[src/rtl/pa_soc_uart_txq.sv]
// Two-requester byte queue that feeds a memory-mapped UART: round-robin push, FIFO, TXD write / status poll / clear FSM.
// Optional poll timeout with sticky error flag: define UART_TXQ_TIMEOUT_EN.
module pa_soc_uart_txq #(
    parameter int          FIFO_DEPTH   = 8,
    parameter logic [31:0] POLL_TIMEOUT = 32'd200000
) (
    input  logic                          clk_i,
    input  logic                          rst_n_i,
    input  logic                          req0_valid_i,
    input  logic [7:0]                    req0_data_i,
    output logic                          req0_ready_o,
    input  logic                          req1_valid_i,
    input  logic [7:0]                    req1_data_i,
    output logic                          req1_ready_o,
    output logic [7:0]                    uart_addr_o,
    output logic                          uart_rd_o,
    output logic                          uart_we_o,
    output logic [31:0]                   uart_data_o,
    input  logic [31:0]                   uart_data_i,
    output logic                          busy_o,
    output logic [$clog2(FIFO_DEPTH):0]   level_o,
    output logic                          err_o,
    input  logic                          err_clr_i
);
    localparam int AW = $clog2(FIFO_DEPTH);
    localparam int LW = AW + 1;

    typedef enum logic [1:0] {IDLE, WR_TXD, POLL, CLR} state_e;

    state_e        state_q, state_d;
    logic [7:0]    mem_q [FIFO_DEPTH];
    logic [AW-1:0] wptr_q, rptr_q;
    logic [LW-1:0] cnt_q;
    logic          rr_q;  // 1: req1 preferred on a tie
    logic          full, empty, gnt0, gnt1, push, pop, tmo_hit;
    logic [7:0]    push_data;

    // Arbiter: a tie goes to whoever was not served last
    assign gnt0         = req0_valid_i & (~req1_valid_i | ~rr_q);
    assign gnt1         = req1_valid_i & (~req0_valid_i |  rr_q);
    assign full         = (cnt_q == LW'(FIFO_DEPTH));
    assign empty        = (cnt_q == '0);
    assign req0_ready_o = gnt0 & ~full;
    assign req1_ready_o = gnt1 & ~full;
    assign push         = req0_ready_o | req1_ready_o;
    assign push_data    = req1_ready_o ? req1_data_i : req0_data_i;
    assign pop          = (state_q == WR_TXD);

    always_ff @(posedge clk_i or negedge rst_n_i) begin
        if (!rst_n_i) begin
            rr_q   <= 1'b0;
            wptr_q <= '0;
            rptr_q <= '0;
            cnt_q  <= '0;
        end else begin
            if (push) begin
                rr_q   <= req0_ready_o;
                wptr_q <= wptr_q + 1'b1;
            end
            if (pop)
                rptr_q <= rptr_q + 1'b1;
            if (push && !pop)
                cnt_q <= cnt_q + 1'b1;
            else if (pop && !push)
                cnt_q <= cnt_q - 1'b1;
        end
    end

    always_ff @(posedge clk_i) begin
        if (push)
            mem_q[wptr_q] <= push_data;
    end

    assign level_o = cnt_q;
    assign busy_o  = (state_q != IDLE) | ~empty;

`ifdef UART_TXQ_TIMEOUT_EN
    logic [31:0] tmo_q;
    logic        err_q;

    // Counter restarts on every POLL entry, which always comes from WR_TXD
    always_ff @(posedge clk_i or negedge rst_n_i) begin
        if (!rst_n_i)
            tmo_q <= '0;
        else if (state_q == WR_TXD)
            tmo_q <= '0;
        else if (state_q == POLL)
            tmo_q <= tmo_q + 32'd1;
    end

    assign tmo_hit = (tmo_q == POLL_TIMEOUT - 32'd1);

    always_ff @(posedge clk_i or negedge rst_n_i) begin
        if (!rst_n_i)
            err_q <= 1'b0;
        else if (state_q == POLL && !uart_data_i[0] && tmo_hit)
            err_q <= 1'b1;
        else if (err_clr_i)
            err_q <= 1'b0;
    end

    assign err_o = err_q;
`else
    logic unused_cfg;
    assign unused_cfg = err_clr_i ^ (^POLL_TIMEOUT);
    assign tmo_hit    = 1'b0;
    assign err_o      = 1'b0;
`endif

    logic unused_rd_bits;
    assign unused_rd_bits = ^uart_data_i[31:1];

    always_ff @(posedge clk_i or negedge rst_n_i) begin
        if (!rst_n_i)
            state_q <= IDLE;
        else
            state_q <= state_d;
    end

    always_comb begin
        state_d = state_q;
        case (state_q)
            IDLE:    if (!empty) state_d = WR_TXD;
            WR_TXD:  state_d = POLL;
            POLL: begin
                // Completion wins over a timeout landing in the same cycle
                if (uart_data_i[0])
                    state_d = CLR;
                else if (tmo_hit)
                    state_d = IDLE;
            end
            CLR:     state_d = IDLE;
            default: state_d = IDLE;
        endcase
    end

    always_comb begin
        uart_addr_o = 8'h00;
        uart_rd_o   = 1'b0;
        uart_we_o   = 1'b0;
        uart_data_o = 32'h0;
        case (state_q)
            WR_TXD: begin
                uart_we_o   = 1'b1;
                uart_addr_o = 8'h10;
                uart_data_o = {24'b0, mem_q[rptr_q]};
            end
            POLL: begin
                uart_rd_o   = 1'b1;
                uart_addr_o = 8'h04;
            end
            CLR: begin
                uart_we_o   = 1'b1;
                uart_addr_o = 8'h04;
                uart_data_o = 32'h1;
            end
            default: ;
        endcase
    end
endmodule

[config.mk]
export PLATFORM = sky130hd
export DESIGN_NAME = pa_soc_uart_txq
export DESIGN_NICKNAME = d
export VERILOG_FILES = /design/src/rtl/pa_soc_uart_txq.sv
export SDC_FILE = /design/constraint.sdc
export NUM_CORES = 1
export LEC_CHECK = 0
export CAP_MARGIN = 0
export CORE_AREA = 2 2 90 92
export CTS_CLUSTER_DIAMETER = 30
export DETAILED_ROUTE_END_ITERATION = 16
export DIE_AREA = 0 0 92 94
export HOLD_SLACK_MARGIN = 0.05
export MAX_ROUTING_LAYER = met4
export PLACE_DENSITY = 0.76
export SYNTH_ARGS = -nofsm -noshare
export SYNTH_HDL_FRONTEND = slang
export SYNTH_SLANG_ARGS = --single-unit
export TNS_END_PERCENT = 1
[constraint.sdc]
create_clock -name clk_i -period 3.2 [get_ports clk_i]
set_clock_uncertainty 0.05 [all_clocks]
set_input_delay 0.96 -clock clk_i [delete_from_list [all_inputs] [get_ports clk_i]]
set_output_delay 0.96 -clock clk_i [all_outputs]
set_load 0.05 [all_outputs]
==> flow_metrics.env, run 1 <==
export IMPL_status="finished clean"
export IMPL_setup_violations=0
export IMPL_seq_area_um2=2250
export IMPL_grt_pass1_wl_um=9930
export IMPL_yosys_top_cells_area="edfxtp_1 (53%), mux4_2 (9.3%), dfrtp_1 (9.0%)"
export IMPL_synthCells=230
export IMPL_cp_max_fo=3
export IMPL_crit_path_end_kind="output port"
export IMPL_period_share=0.970
export IMPL_io_buffers=39
export IMPL_drc=0
export IMPL_n_antenna_cell=0
export IMPL_total_power_uw=4420
export IMPL_rsz0062_at_grt="false"
export IMPL_synthToLayoutAreaGrowth_pct=19.3
export IMPL_grt_most_used_layer="met2"
export IMPL_drt_wl_total_um=6210
export IMPL_yosysMostFrequentCell="edfxtp_1"
export IMPL_required_ns=2.19
export IMPL_min_period_ns=3.10
export IMPL_vias_per_cell=4.89
export IMPL_start_kind="primary input"
export IMPL_ir_drop_mv=0.453
export IMPL_vias=1942
export IMPL_clk_pin_slew_ns=0.08
export IMPL_finalNonFillerCells=397
export IMPL_placed_area_um2=4100
export IMPL_slew_headroom=0.570
export IMPL_drive_gt1_frac=0.261
export IMPL_finalSetupTns_ns=0
export IMPL_ys_flop_type="edfxtp_1"
export IMPL_cts_root_buffer="clkbuf_8"
export IMPL_fillers=612
export IMPL_grt_ovfl_total=0
export IMPL_met2_usage=0.262
export IMPL_ios=103
export IMPL_arrival_ns=2.09
export IMPL_met1_usage=0.199
export IMPL_fmax_mhz=322
export IMPL_maxSlewViolCount=0
export IMPL_p_per_area_nw_per_um2=1020
export IMPL_die_h_um=94
export IMPL_place_congestion=0.755
export IMPL_synth_cell_type_count=38
export IMPL_globalRouteTotalUtil=0.162
export IMPL_antenna_found_initial=0
export IMPL_clockBufferDepth=2
export IMPL_cts_num_sinks=77
export IMPL_wl_per_cell_um=15.6
export IMPL_finalHoldViolCount=0
export IMPL_drtPass1Iterations=4
export IMPL_hold_class="reg -> reg"
export IMPL_ys_seq_elements=77
export IMPL_grtUsageMet3=0.0289
export IMPL_core_area_um2=7610
export IMPL_synth_top_cell_by_area="edfxtp_1"
export IMPL_critPathKind="in -> out"
export IMPL_postRouteAntennaNets=0
export IMPL_power_leakage_uw=0.00166
export IMPL_cts_max_level=3
export IMPL_num_rows=32
export IMPL_drv_cap=0
export IMPL_drt_iter0_drc=167
export IMPL_worstSkewPairLatency_ns=0.34
export IMPL_dp_hpwl_um=4190
export IMPL_synth_common_cells="edfxtp_1 (64), buf_4 (32), nor2_1 (17), mux4_2 (15), dfrtp_1 (13)"
export IMPL_ys_warn_count=0
export IMPL_placed_cells=381
export IMPL_multiInputGateArea_um2=1180
export IMPL_post_cts_buffers=0
export IMPL_synth_yosys_seq_area_share=0.622
export IMPL_synth_area_per_cell_um2=15.7
export IMPL_rrSetupSlack_ns=0.52
export IMPL_start_util=0.475
export IMPL_async_flop_share=0.169
export IMPL_grt_max_degree=16
export IMPL_synth_edf_count=64
export IMPL_final_nets=354
export IMPL_syn_area_um2=3610
export IMPL_cts_tree="built"
export IMPL_grt_pass1_vias=1985
export IMPL_die_w_um=92
export IMPL_numCtsBuffers=9
export IMPL_worst_pin_slew_ns=0.643
export IMPL_dieArea_um2=8650
export IMPL_yosys_area_top_type_share=0.532
export IMPL_stdcell_area_um2=4310
[registers in the layout (all words and copies together), names as in the netlist]
signal	count
rptr_q	3
level_o	4
state_q	2
rr_q	1
wptr_q	3
mem_q	64
[timing repair]
item,4_1_cts,5_1_grt
gates resized for setup,1,1
gates cloned,0,0
pin swaps,0,0
endpoints found under the setup margin,1,1
hold buffers,0,0
[cells by family (layout without fill, tap and decap cells)]
| kind of cell | count (synthesis) | after routing | synth area share |
|---|---|---|---|
| compound gates | 13 | 13 | 0.0270 |
| xor+xnor | 6 | 6 | 0.0145 |
| fa+ha+maj | 11 | 11 | 0.0402 |
| buf+inv | 45 | 80 | 0.0824 |
| flops | 77 | 77 | 0.622 |
| mux | 37 | 37 | 0.160 |
| other cells | 1 | 31 | 0.00104 |
| simple gates | 40 | 40 | 0.0533 |
[critical path: stages]
cell and delay (ns):
clkdlybuf4s50_1 0.52, a21boi_0 0.29, nand2_2 0.08, inv_1 0.10, buf_12 0.14
[cell usage in the layout, fill, tap and decap left out, drive strengths merged, types with 2 or more instances in the layout]
cell	netlist	routed
o21ai	2	2
nand2	9	9
xor2	2	2
ha	10	10
nor2	17	17
clkdlybuf4s50	0	27
conb	1	31
mux2	12	12
inv	7	11
edfxtp	64	64
buf	34	27
nor3	5	5
mux4	15	15
clkinv	1	3
nand2b	3	3
dfrtp	13	13
clkbuf	3	9
mux2i	10	10
xnor2	4	4
a21oi	3	3
[path summary, 6_finish.rpt]
| kind | from | end | depth (start not counted) |
|---|---|---|---|
| setup / recovery | req1_valid_i | req1_ready_o | 5 |
| hold / removal | wptr_q[0]$_DFFE_PN0P_ | wptr_q[0]$_DFFE_PN0P_ | 1 |
| setup reg to reg | level_o[0]$_DFFE_PN0P_ | level_o[3]$_DFFE_PN0P_ | 8 |
| hold reg to reg | wptr_q[0]$_DFFE_PN0P_ | wptr_q[0]$_DFFE_PN0P_ | 1 |
| max in group asynchronous | rst_n_i | rptr_q[2]$_DFFE_PN0P_ | 1 |
| min in group asynchronous | rst_n_i | level_o[0]$_DFFE_PN0P_ | 1 |
[stage by stage]
stage	hold slack, ns	utilization	setup slack [ns]
5_1_grt	0.507	0.567	0.0170
3_3_place_gp	0.456	0.539	0.101
6_report	0.484	0.567	0.0969
2_1_floorplan	0.433	-	0.0609
3_5_place_dp	0.472	0.539	0.0706
4_1_cts	0.485	0.566	0.0204
[final cells by class]
type                            instances  share of cell area
Sequential cell                        77               0.521
Multi-Input combinational cell        138               0.274
Timing Repair Buffer                   56               0.120
Tap cell                              102              0.0296
Clock buffer                            9              0.0287
Clock inverter                          7              0.0189
Inverter                                8             0.00697
[where the power goes]
group / total [µW] / internal, µW / switching, µW
clock: 755 / 374 / 381
combinational: 2070 / 882 / 1190
sequential: 1590 / 1410 / 177
[routing by layer]
layer	vias up	wire length [µm]	share of wire
li1	908	-	-
met1	959	2640	0.42
met2	73	3190	0.51
met3	2	333	0.054
met4	0	43	0.0069
met5	-	0	0
No activity file was read; power rests on OpenSTA's default activity.
==> run 2: changes to the inputs <==
CORE_AREA = 5 5 93 95   (was 2 2 90 92)
DIE_AREA = 0 0 98 100   (was 0 0 92 94)
SLEW_MARGIN = 40   (was not set)
==> run 2 against run 1 <==
  * Non-clock buffer count shrank 1
  * Sequential cell count is the same
  * Maximum frequency shrank 0.46%
  * Critical path type is now reg -> out
  * Critical endpoint is now uart_addr_o[4]
==> flow_metrics.env, run 2 (synthesis results as in run 1) <==
export IMPL_status="finished clean"
export IMPL_clockBufferDepth=2
export IMPL_clockPowerShare=0.159
export IMPL_cts_tree="built"
export IMPL_multiInputGateArea_um2=1180
export IMPL_clk_pin_slew_ns=0.07
export IMPL_final_nets=353
export IMPL_p_int_uw=2630
export IMPL_hold_ws_ns=0.495
export IMPL_path_cells="inv_1 -> ha_1 -> clkdlybuf4s50_1"
export IMPL_ios=103
export IMPL_place_congestion=0.812
export IMPL_cts_num_sinks=77
export IMPL_p_sw_uw=1740
export IMPL_vias_per_cell=4.98
export IMPL_n_antenna_cell=0
export IMPL_synthToLayoutAreaGrowth_pct=18.4
export IMPL_start_util=0.473
export IMPL_switching_share=0.398
export IMPL_mostFrequentLayoutCells="edfxtp_1 (64), conb_1 (31), clkdlybuf4s50_1 (27)"
export IMPL_finalHoldViolCount=0
export IMPL_drc=0
export IMPL_required_ns=2.19
export IMPL_antenna_found_initial=0
export IMPL_drtPass1Iterations=4
export IMPL_cts_hold_buf=0
export IMPL_globalRouteTotalUtil=0.145
export IMPL_ir_drop_mv=0.377
export IMPL_cpPeakStageDelay_ns=0.88
export IMPL_cp_max_fo=7
export IMPL_stdcell_area_um2=4280
export IMPL_crit_path_end_kind="output port"
export IMPL_cts_max_level=3
export IMPL_power_frac_seq=0.365
export IMPL_hold_class="reg -> reg"
export IMPL_num_rows=32
export IMPL_grt_pass1_vias=1986
export IMPL_cts_root_buffer="clkbuf_8"
export IMPL_io_buffers=39
export IMPL_p_per_area_nw_per_um2=1020
export IMPL_worst_pin_slew_ns=0.589
export IMPL_setup_violations=0
export IMPL_numCtsBuffers=9
export IMPL_worstSkewPairLatency_ns=0.33
export IMPL_grt_pass1_wl_um=10500
export IMPL_power_leakage_uw=0.00164
export IMPL_finalSetupTns_ns=0
export IMPL_largest_register="mem_q"
export IMPL_die_w_um=98
export IMPL_postRouteAntennaNets=0
export IMPL_drv_cap=0
export IMPL_drive_gt1_frac=0.252
export IMPL_total_power_uw=4370
export IMPL_fmax_mhz=321
export IMPL_drt_wl_total_um=6690
export IMPL_dieArea_um2=9800
export IMPL_start_kind="register"
export IMPL_grt_max_degree=15
export IMPL_die_h_um=100
export IMPL_dp_hpwl_um=4680
export IMPL_critPathKind="reg -> out"
export IMPL_rsz0062_at_grt="true"
export IMPL_slew_headroom=0.606
export IMPL_maxSlewViolCount=0
export IMPL_period_share=0.974
export IMPL_worst_path_max_delay_cell="clkdlybuf4s50_1"
export IMPL_largest_reg_flops=64
export IMPL_drt_iter0_drc=156
export IMPL_fillers=620
export IMPL_mostFrequentLayoutCell="edfxtp_1"
export IMPL_placed_area_um2=4080
export IMPL_vias=1973
export IMPL_core_area_um2=7650
export IMPL_seq_area_um2=2250
export IMPL_min_period_ns=3.12
export IMPL_arrival_ns=2.11
export IMPL_comb_power_share=0.476
export IMPL_wl_per_cell_um=16.9
export IMPL_grt_ovfl_total=0
==> run 2: worst max-delay path, delay by kind of cell, from the launching register on <==
| family | cells | cell delay, ns |
|---|---|---|
| buffers and inverters | 2 | 0.99 |
| adders and majority gates | 1 | 0.38 |
| DFF | 1 | 0.42 |
==> run 2: cell type report <==
type,instances,area share
flip-flops and latches,77,0.525
multi-input cells,138,0.276
repair buffers,55,0.117
well taps,102,0.0298
clock buffers,9,0.0290
clock inverters,7,0.0152
inverters,8,0.00790
==> run 2: worst paths after layout <==
kind	startpoint	end	slack [ns]	depth (start not counted)
max	state_q[1]$_DFFE_PN0P_	uart_addr_o[4]	0.08	3
min	wptr_q[0]$_DFFE_PN0P_	wptr_q[0]$_DFFE_PN0P_	0.49	1
max in group asynchronous	rst_n_i	rr_q$_DFFE_PN0P_	1.77	1
min in group asynchronous	rst_n_i	rptr_q[1]$_DFFE_PN0P_	0.95	1
min reg2reg	wptr_q[0]$_DFFE_PN0P_	wptr_q[0]$_DFFE_PN0P_	0.49	1
max reg2reg	state_q[1]$_DFFE_PN0P_	level_o[3]$_DFFE_PN0P_	0.41	9
==> run 2: metrics by stage <==
step | utilization | instances | setup WS, ns
after floorplan | - | 260 | 0.0609
after global placement | 0.534 | 380 | 0.0585
after detailed placement | 0.534 | 380 | -0.0356
after CTS | 0.559 | 396 | 0.00385
after global routing | 0.559 | 396 | -0.00913
final | 0.559 | 396 | 0.0825
==> run 2: timing repair <==
item / 4_1_cts / 5_1_grt
endpoints found under the setup margin: 1 / 3
resized for setup: 1 / 3
buffers inserted: 0 / 0
==> run 2: power groups by stage <==
| stage | Clock, µW | Sequential (µW) | Combinational [µW] |
|---|---|---|---|
| finish | 696 | 1600 | 2080 |
| detailed placement | 0 | 1620 | 2090 |
| global route | 750 | 1630 | 2250 |
| floorplan | 0 | 1630 | 1500 |
| global placement | 0 | 1600 | 2040 |
| CTS | 707 | 1600 | 2110 |
==> run 2: routing by layer <==
layer,vias up,GRT usage,wire length [µm]
met4,0,0.0650,122
met2,68,0.240,3450
met3,10,0.0306,391
li1,910,-,-
met1,985,0.172,2730
met5,-,-,0
